`config.mk`:
```
export PLATFORM = sky130hd
export DESIGN_NAME = reg_scoreboard
export DESIGN_NICKNAME = d
export VERILOG_FILES = /design/src/rtl/reg_scoreboard.sv
export SDC_FILE = /design/constraint.sdc
export NUM_CORES = 1
export LEC_CHECK = 0
export CORE_MARGIN = 5
export CORE_UTILIZATION = 25
export CTS_CLUSTER_DIAMETER = 40
export DETAILED_ROUTE_END_ITERATION = 6
export PLACE_DENSITY_LB_ADDON = 0.08
export RECOVER_POWER = 25
export SLEW_MARGIN = 0
export SYNTH_ARGS = -nofsm -noshare
export SYNTH_HDL_FRONTEND = slang
export SYNTH_SLANG_ARGS = --single-unit
```
`constraint.sdc`:
```
create_clock -name clk_i -period 23.1 [get_ports clk_i]
set_input_delay 3.465 -clock clk_i [delete_from_list [all_inputs] [get_ports clk_i]]
set_output_delay 3.465 -clock clk_i [all_outputs]
set_load 0.01 [all_outputs]
```
`src/rtl/reg_scoreboard.sv`:
```
// Register scoreboard beside the D stage: per-register write countdowns, RAW/WAW stall, forwarding flags, flush pruning.
// Latency: stall_o/fwd_hit_o are combinational from inputs and state; busy_vec_o follows state; pending_cnt_o is registered.
// Backpressure: stall_o holds D/IF; a stalled or flushed issue leaves the counters untouched apart from normal countdown/prune.
// Ports:
//   clk_i, rst_i                    clock (rising edge), asynchronous active-high reset
//   issue_valid_i, issue_wr_i       D stage presents an instruction / it writes a register
//   issue_dst_i, issue_lat_i        destination register, cycles until its result is available
//   src_valid_i, src_addr_i         per-operand read flags, packed operand addresses
//   flush_i                         branch/jump flush of younger work
//   stall_o, fwd_hit_o              hazard stall, per-operand forwarding select
//   busy_vec_o, pending_cnt_o       per-register pending bit, count of pending registers
module reg_scoreboard #(
  parameter int REG_ADDR_W = 5,
  parameter int NUM_SRC    = 2,
  parameter int MAX_LAT    = 4,
  parameter int FWD_EN     = 1,
  parameter int FLUSH_THR  = 3,
  localparam int NREG      = 2 ** REG_ADDR_W,
  localparam int LAT_W     = $clog2(MAX_LAT + 1),
  localparam int CNT_W     = REG_ADDR_W + 1
) (
  input  logic                          clk_i,
  input  logic                          rst_i,
  input  logic                          issue_valid_i,
  input  logic                          issue_wr_i,
  input  logic [REG_ADDR_W-1:0]         issue_dst_i,
  input  logic [LAT_W-1:0]              issue_lat_i,
  input  logic [NUM_SRC-1:0]            src_valid_i,
  input  logic [NUM_SRC*REG_ADDR_W-1:0] src_addr_i,
  input  logic                          flush_i,
  output logic                          stall_o,
  output logic [NUM_SRC-1:0]            fwd_hit_o,
  output logic [NREG-1:0]               busy_vec_o,
  output logic [CNT_W-1:0]              pending_cnt_o
);

  logic [LAT_W-1:0]      cnt_q [NREG];
  logic [LAT_W-1:0]      cnt_d [NREG];
  logic [CNT_W-1:0]      pend_q;
  logic [CNT_W-1:0]      pend_d;
  logic [LAT_W-1:0]      eff_lat;
  logic [NUM_SRC-1:0]    src_blk;
  logic [REG_ADDR_W-1:0] src_a;
  logic [LAT_W-1:0]      src_c;
  logic                  waw;
  logic                  accept;

  // Latency 0 would never be seen as pending; over-range values saturate.
  always_comb begin
    eff_lat = issue_lat_i;
    if (issue_lat_i == '0) begin
      eff_lat = LAT_W'(1);
    end else if (int'(issue_lat_i) > MAX_LAT) begin
      eff_lat = LAT_W'(MAX_LAT);
    end
  end

  // A count of 1 means the result lands at the end of this cycle, so the
  // bypass network can supply it instead of waiting.
  always_comb begin
    src_blk   = '0;
    fwd_hit_o = '0;
    src_a     = '0;
    src_c     = '0;
    for (int i = 0; i < NUM_SRC; i++) begin
      src_a = src_addr_i[i*REG_ADDR_W +: REG_ADDR_W];
      src_c = cnt_q[src_a];
      if (src_valid_i[i] && (src_a != '0)) begin
        if ((FWD_EN != 0) && (src_c == LAT_W'(1))) begin
          fwd_hit_o[i] = 1'b1;
        end else if (src_c != '0) begin
          src_blk[i] = 1'b1;
        end
      end
    end
  end

  // An older write finishing after this one would clobber the newer value.
  assign waw     = issue_wr_i && (issue_dst_i != '0) && (cnt_q[issue_dst_i] > eff_lat);
  assign stall_o = issue_valid_i && ((|src_blk) || waw);
  assign accept  = issue_valid_i && !stall_o && !flush_i && issue_wr_i && (issue_dst_i != '0);

  always_comb begin
    pend_d = '0;
    for (int r = 0; r < NREG; r++) begin
      cnt_d[r] = cnt_q[r];
      if (r == 0) begin
        cnt_d[r] = '0;
      end else if (accept && (issue_dst_i == REG_ADDR_W'(r))) begin
        cnt_d[r] = eff_lat;
      end else if (flush_i && (int'(cnt_q[r]) >= FLUSH_THR)) begin
        // Long-latency entries belong to squashed younger instructions.
        cnt_d[r] = '0;
      end else if (cnt_q[r] != '0) begin
        cnt_d[r] = cnt_q[r] - LAT_W'(1);
      end
      if (cnt_d[r] != '0) begin
        pend_d = pend_d + CNT_W'(1);
      end
    end
  end

  always_ff @(posedge clk_i or posedge rst_i) begin
    if (rst_i) begin
      for (int r = 0; r < NREG; r++) begin
        cnt_q[r] <= '0;
      end
      pend_q <= '0;
    end else begin
      cnt_q  <= cnt_d;
      pend_q <= pend_d;
    end
  end

  always_comb begin
    busy_vec_o = '0;
    for (int r = 0; r < NREG; r++) begin
      busy_vec_o[r] = (cnt_q[r] != '0);
    end
  end

  assign pending_cnt_o = pend_q;

endmodule

```
==> summary.md <==
| Metric | Value |
|---|---|
| Max-slew violation count | `just over 100` |
| Die width | `246 µm` |
| Fmax | `about 45 MHz` |
| Synth top area share | `approximately 18%` |
| Crit path launch type | `input pin` |
| Antenna diode count | `0` |
| Most area-hungry cell type in the Yosys netlist | `dfrtp_1` |
| Most frequent cells in the layout | `205 x nor2_1, 203 x nand2_1, 125 x inv_1, 119 x ha_1, 99 x dfrtp_1` |
| Detail Route Antenna Nets | `0` |
| Hold_buf cts | `0` |
| Ys flop type | `dfrtp_1` |
| Syn Inst Count | `between 1500 and 2000` |
| Clk_lat worst skew | `a little under 400 ps` |
| Starting Density | `25.3%` |
| Syn avg cell area | `between 7 and 8 µm²` |
| Met1 usage | `a little under a quarter` |
| Crit. End Element | `register` |
| Slew headroom | `-137%` |
| Worst-Margin Slew | `3550 ps` |
| Initial antenna violation count | `0` |
| Hold depth | `2` |
| Tot GR Track Use | `17.1%` |
| DR iter-0 viols | `~830` |
| Vias | `between 10000 and 15000` |
| Clock sink count | `between 90 and 100` |
| Drt total wl | `around 52 mm` |
| DRT Pass-1 Iters | `5` |
| Grt met2 use | `between 20% and 30%` |
| Core area | `about 55000 µm²` |
| Num rows | `86` |
| Register-to-Register Path Depth | `~110` |
| Max-Cap Viols | `2` |
| Clk buf depth | `2` |
| Failing checks | `capacitance limit, slew limit` |
| CP max stage cell | `mux4_2` |
| Synth area leaders | `dfrtp_1 18%, ha_1 11%, mux4_2 7.7%` |
| WL/cell | `around 20 µm` |
| Highest cell delay on the worst timing path | `approximately 510 ps` |
| Minimum clock period | `between 20000 and 25000 ps` |
| Fin crit share | `between 90 and 100%` |
| Synth warnings | `0` |
| Port buffer count | `64` |
| Cell mode on critical path | `ha_1` |
| M3 GR Usage | `between 2 and 2.5%` |
| Crit path required time | `between 20000 and 25000 ps` |
| Layout Cells excl Fill | `between 2000 and 3000` |
| Hold/Removal Path Class | `register to register` |
| WS Path Type | `input pin to register` |
| Sink of the worst hold path | `cnt_q[81]` |
| Most common cell after layout, fill and taps aside | `nor2_1` |
| CTS buffer count | `9` |
| Worst R2R Setup Slack | `approximately 3800 ps` |
| CP Max Fanout | `7` |
| Die area | `60700 µm²` |
| Clock slew at reported path FFs | `approximately 80 ps` |
| Post-synthesis cell type count | `91` |
| Setup violators final | `0` |
| FF+latch count, synth | `99` |
| Post-DP HPWL | `41.3 mm` |
| Post-synth EDFFs | `0` |
| Vias per cell | `around 5` |
| Hold Fails Final Rpt | `0` |
| Grt ovf | `0` |
| First-pass GRT wire length | `80.1 mm` |
| Die Height | `~250 µm` |
| Worst Hold Launch | `cnt_q[81]` |
| Asr flop ratio synth | `between 90% and 100%` |
| Synth-to-layout area growth | `18.6%` |
| DRC violations left | `0` |
| Root buffer cell | `clkbuf_16` |
| CP arrival | `between 20000 and 25000 ps` |
| H-Tree Depth | `3` |
| Largest net degree at the start of global routing | `57` |
| # fillers | `5961` |
| Vias in the first global route | `13000` |
| Final nets | `2009` |
| Placer Congestion | `around 0.84` |
| Post-synthesis net count | `around 1900` |
| Fin Clk Skew | `about 12 ps` |
| Ratio of cells with drive above 1 in the final layout | `between 10 and 15%` |
| End of the worst register-to-register path | `pending_cnt_o[4]` |
| Netlist Area Pre-Place | `14000 µm²` |
| CTS tree | `built` |
| Status | `complete, but fails checks` |
| # IOs | `66` |
| Part of the Yosys area used for sequential elements | `between 10% and 20%` |
| Placed insts | `between 2000 and 3000` |
| Most crowded layer after global routing | `met2` |
| Worst reg2reg startpoint | `cnt_q[25]` |
per-stage QoR:
step	cell area (µm²)	util [%]	setup WS, ps	setup TNS (ps)	hold slack (ps)
2_1_floorplan	14000	-	26.9	0	652
3_3_place_gp	15900	28.9	39.3	0	728
3_5_place_dp	15900	28.9	-343	-860	739
4_1_cts	16200	29.4	1.47	0	755
5_1_grt	16600	30.0	-124	-245	810
6_report	16600	30.0	990	0	756
per-layer routing:
layer	wire, µm	share of wire, %
met1	24900	48
met2	25000	48
met3	1550	3.0
met4	753	1.4
met5	0	0
area by class of cell:
| class | instances | area [µm²] | share of cell area [%] |
|---|---|---|---|
| clock buffers | 9 | 225 | 1.36 |
| repair buffers | 156 | 1420 | 8.55 |
| inverters | 130 | 490 | 2.96 |
| flip-flops and latches | 99 | 2480 | 15.0 |
| well taps | 748 | 936 | 5.65 |
| clock inverters | 6 | 65.1 | 0.393 |
| multi-input cells | 1462 | 10900 | 66.1 |
worst max-delay path by stage:
stage,to,startpoint,cells after the start
CTS,pending_cnt_o[4],issue_dst_i[0],110
finish,pending_cnt_o[4],issue_dst_i[0],110
global route,pending_cnt_o[4],issue_dst_i[0],112
detailed placement,pending_cnt_o[4],issue_dst_i[0],110
floorplan,pending_cnt_o[4],issue_dst_i[0],110
global placement,pending_cnt_o[4],issue_dst_i[0],111
synth_stat cells (6+ instances only):
| cell | n |
|---|---|
| xnor2_1 | 88 |
| and2_1 | 10 |
| xor2_2 | 6 |
| o22ai_1 | 6 |
| mux4_2 | 48 |
| nand2_1 | 206 |
| mux2_2 | 26 |
| inv_1 | 128 |
| or2_2 | 7 |
| nor4_1 | 12 |
| ha_1 | 126 |
| or3_1 | 18 |
| nor2b_1 | 33 |
| o21ai_1 | 7 |
| nand2b_1 | 46 |
| dfrtp_1 | 99 |
| buf_2 | 11 |
| xor2_1 | 31 |
| o21a_1 | 8 |
| clkbuf_1 | 45 |
| a211oi_1 | 54 |
| o211ai_1 | 18 |
| xnor2_2 | 9 |
| a31oi_1 | 10 |
| nand3_1 | 24 |
| o21ai_0 | 98 |
| nor3_1 | 68 |
| a211o_1 | 12 |
| mux2i_1 | 27 |
| a2111oi_0 | 6 |
| buf_1 | 7 |
| nand4_1 | 18 |
| a21oi_1 | 93 |
| o31ai_1 | 20 |
| nor2_1 | 209 |
flip-flops by register name (all words and copies together), names as in the netlist:
register / cells
pending_cnt_o: 6
cnt_q: 93
worst max-delay path, delay by kind of cell:
kind,cells,cell delay (ps)
fa+ha+maj,29,7960
compound gates,28,3720
mux,9,2930
simple gates,32,3140
buf+inv,10,870
xor+xnor,2,290
logic make-up (layout without fill, tap and decap cells):
kind of cell,count (synthesis),after routing,synth area share (%)
XOR/XNOR,147,147,11.5
buffers and inverters,196,301,5.51
AND/OR/NAND/NOR,687,687,23.1
multiplexers,101,101,11.8
adder cells (fa/ha/maj),128,128,11.4
flip-flops,99,99,17.7
other,1,1,0.0269
AO/OA/AOI/OAI,398,398,18.9
what timing repair did:
action	in CTS	in global routing
endpoints found under the setup margin	0	5
setup buffers	0	14
gates resized for setup	0	46
Power is left out: the tool's default activity adds up to more than one toggle a clock period on the data nets, which glitch-free logic cannot reach.
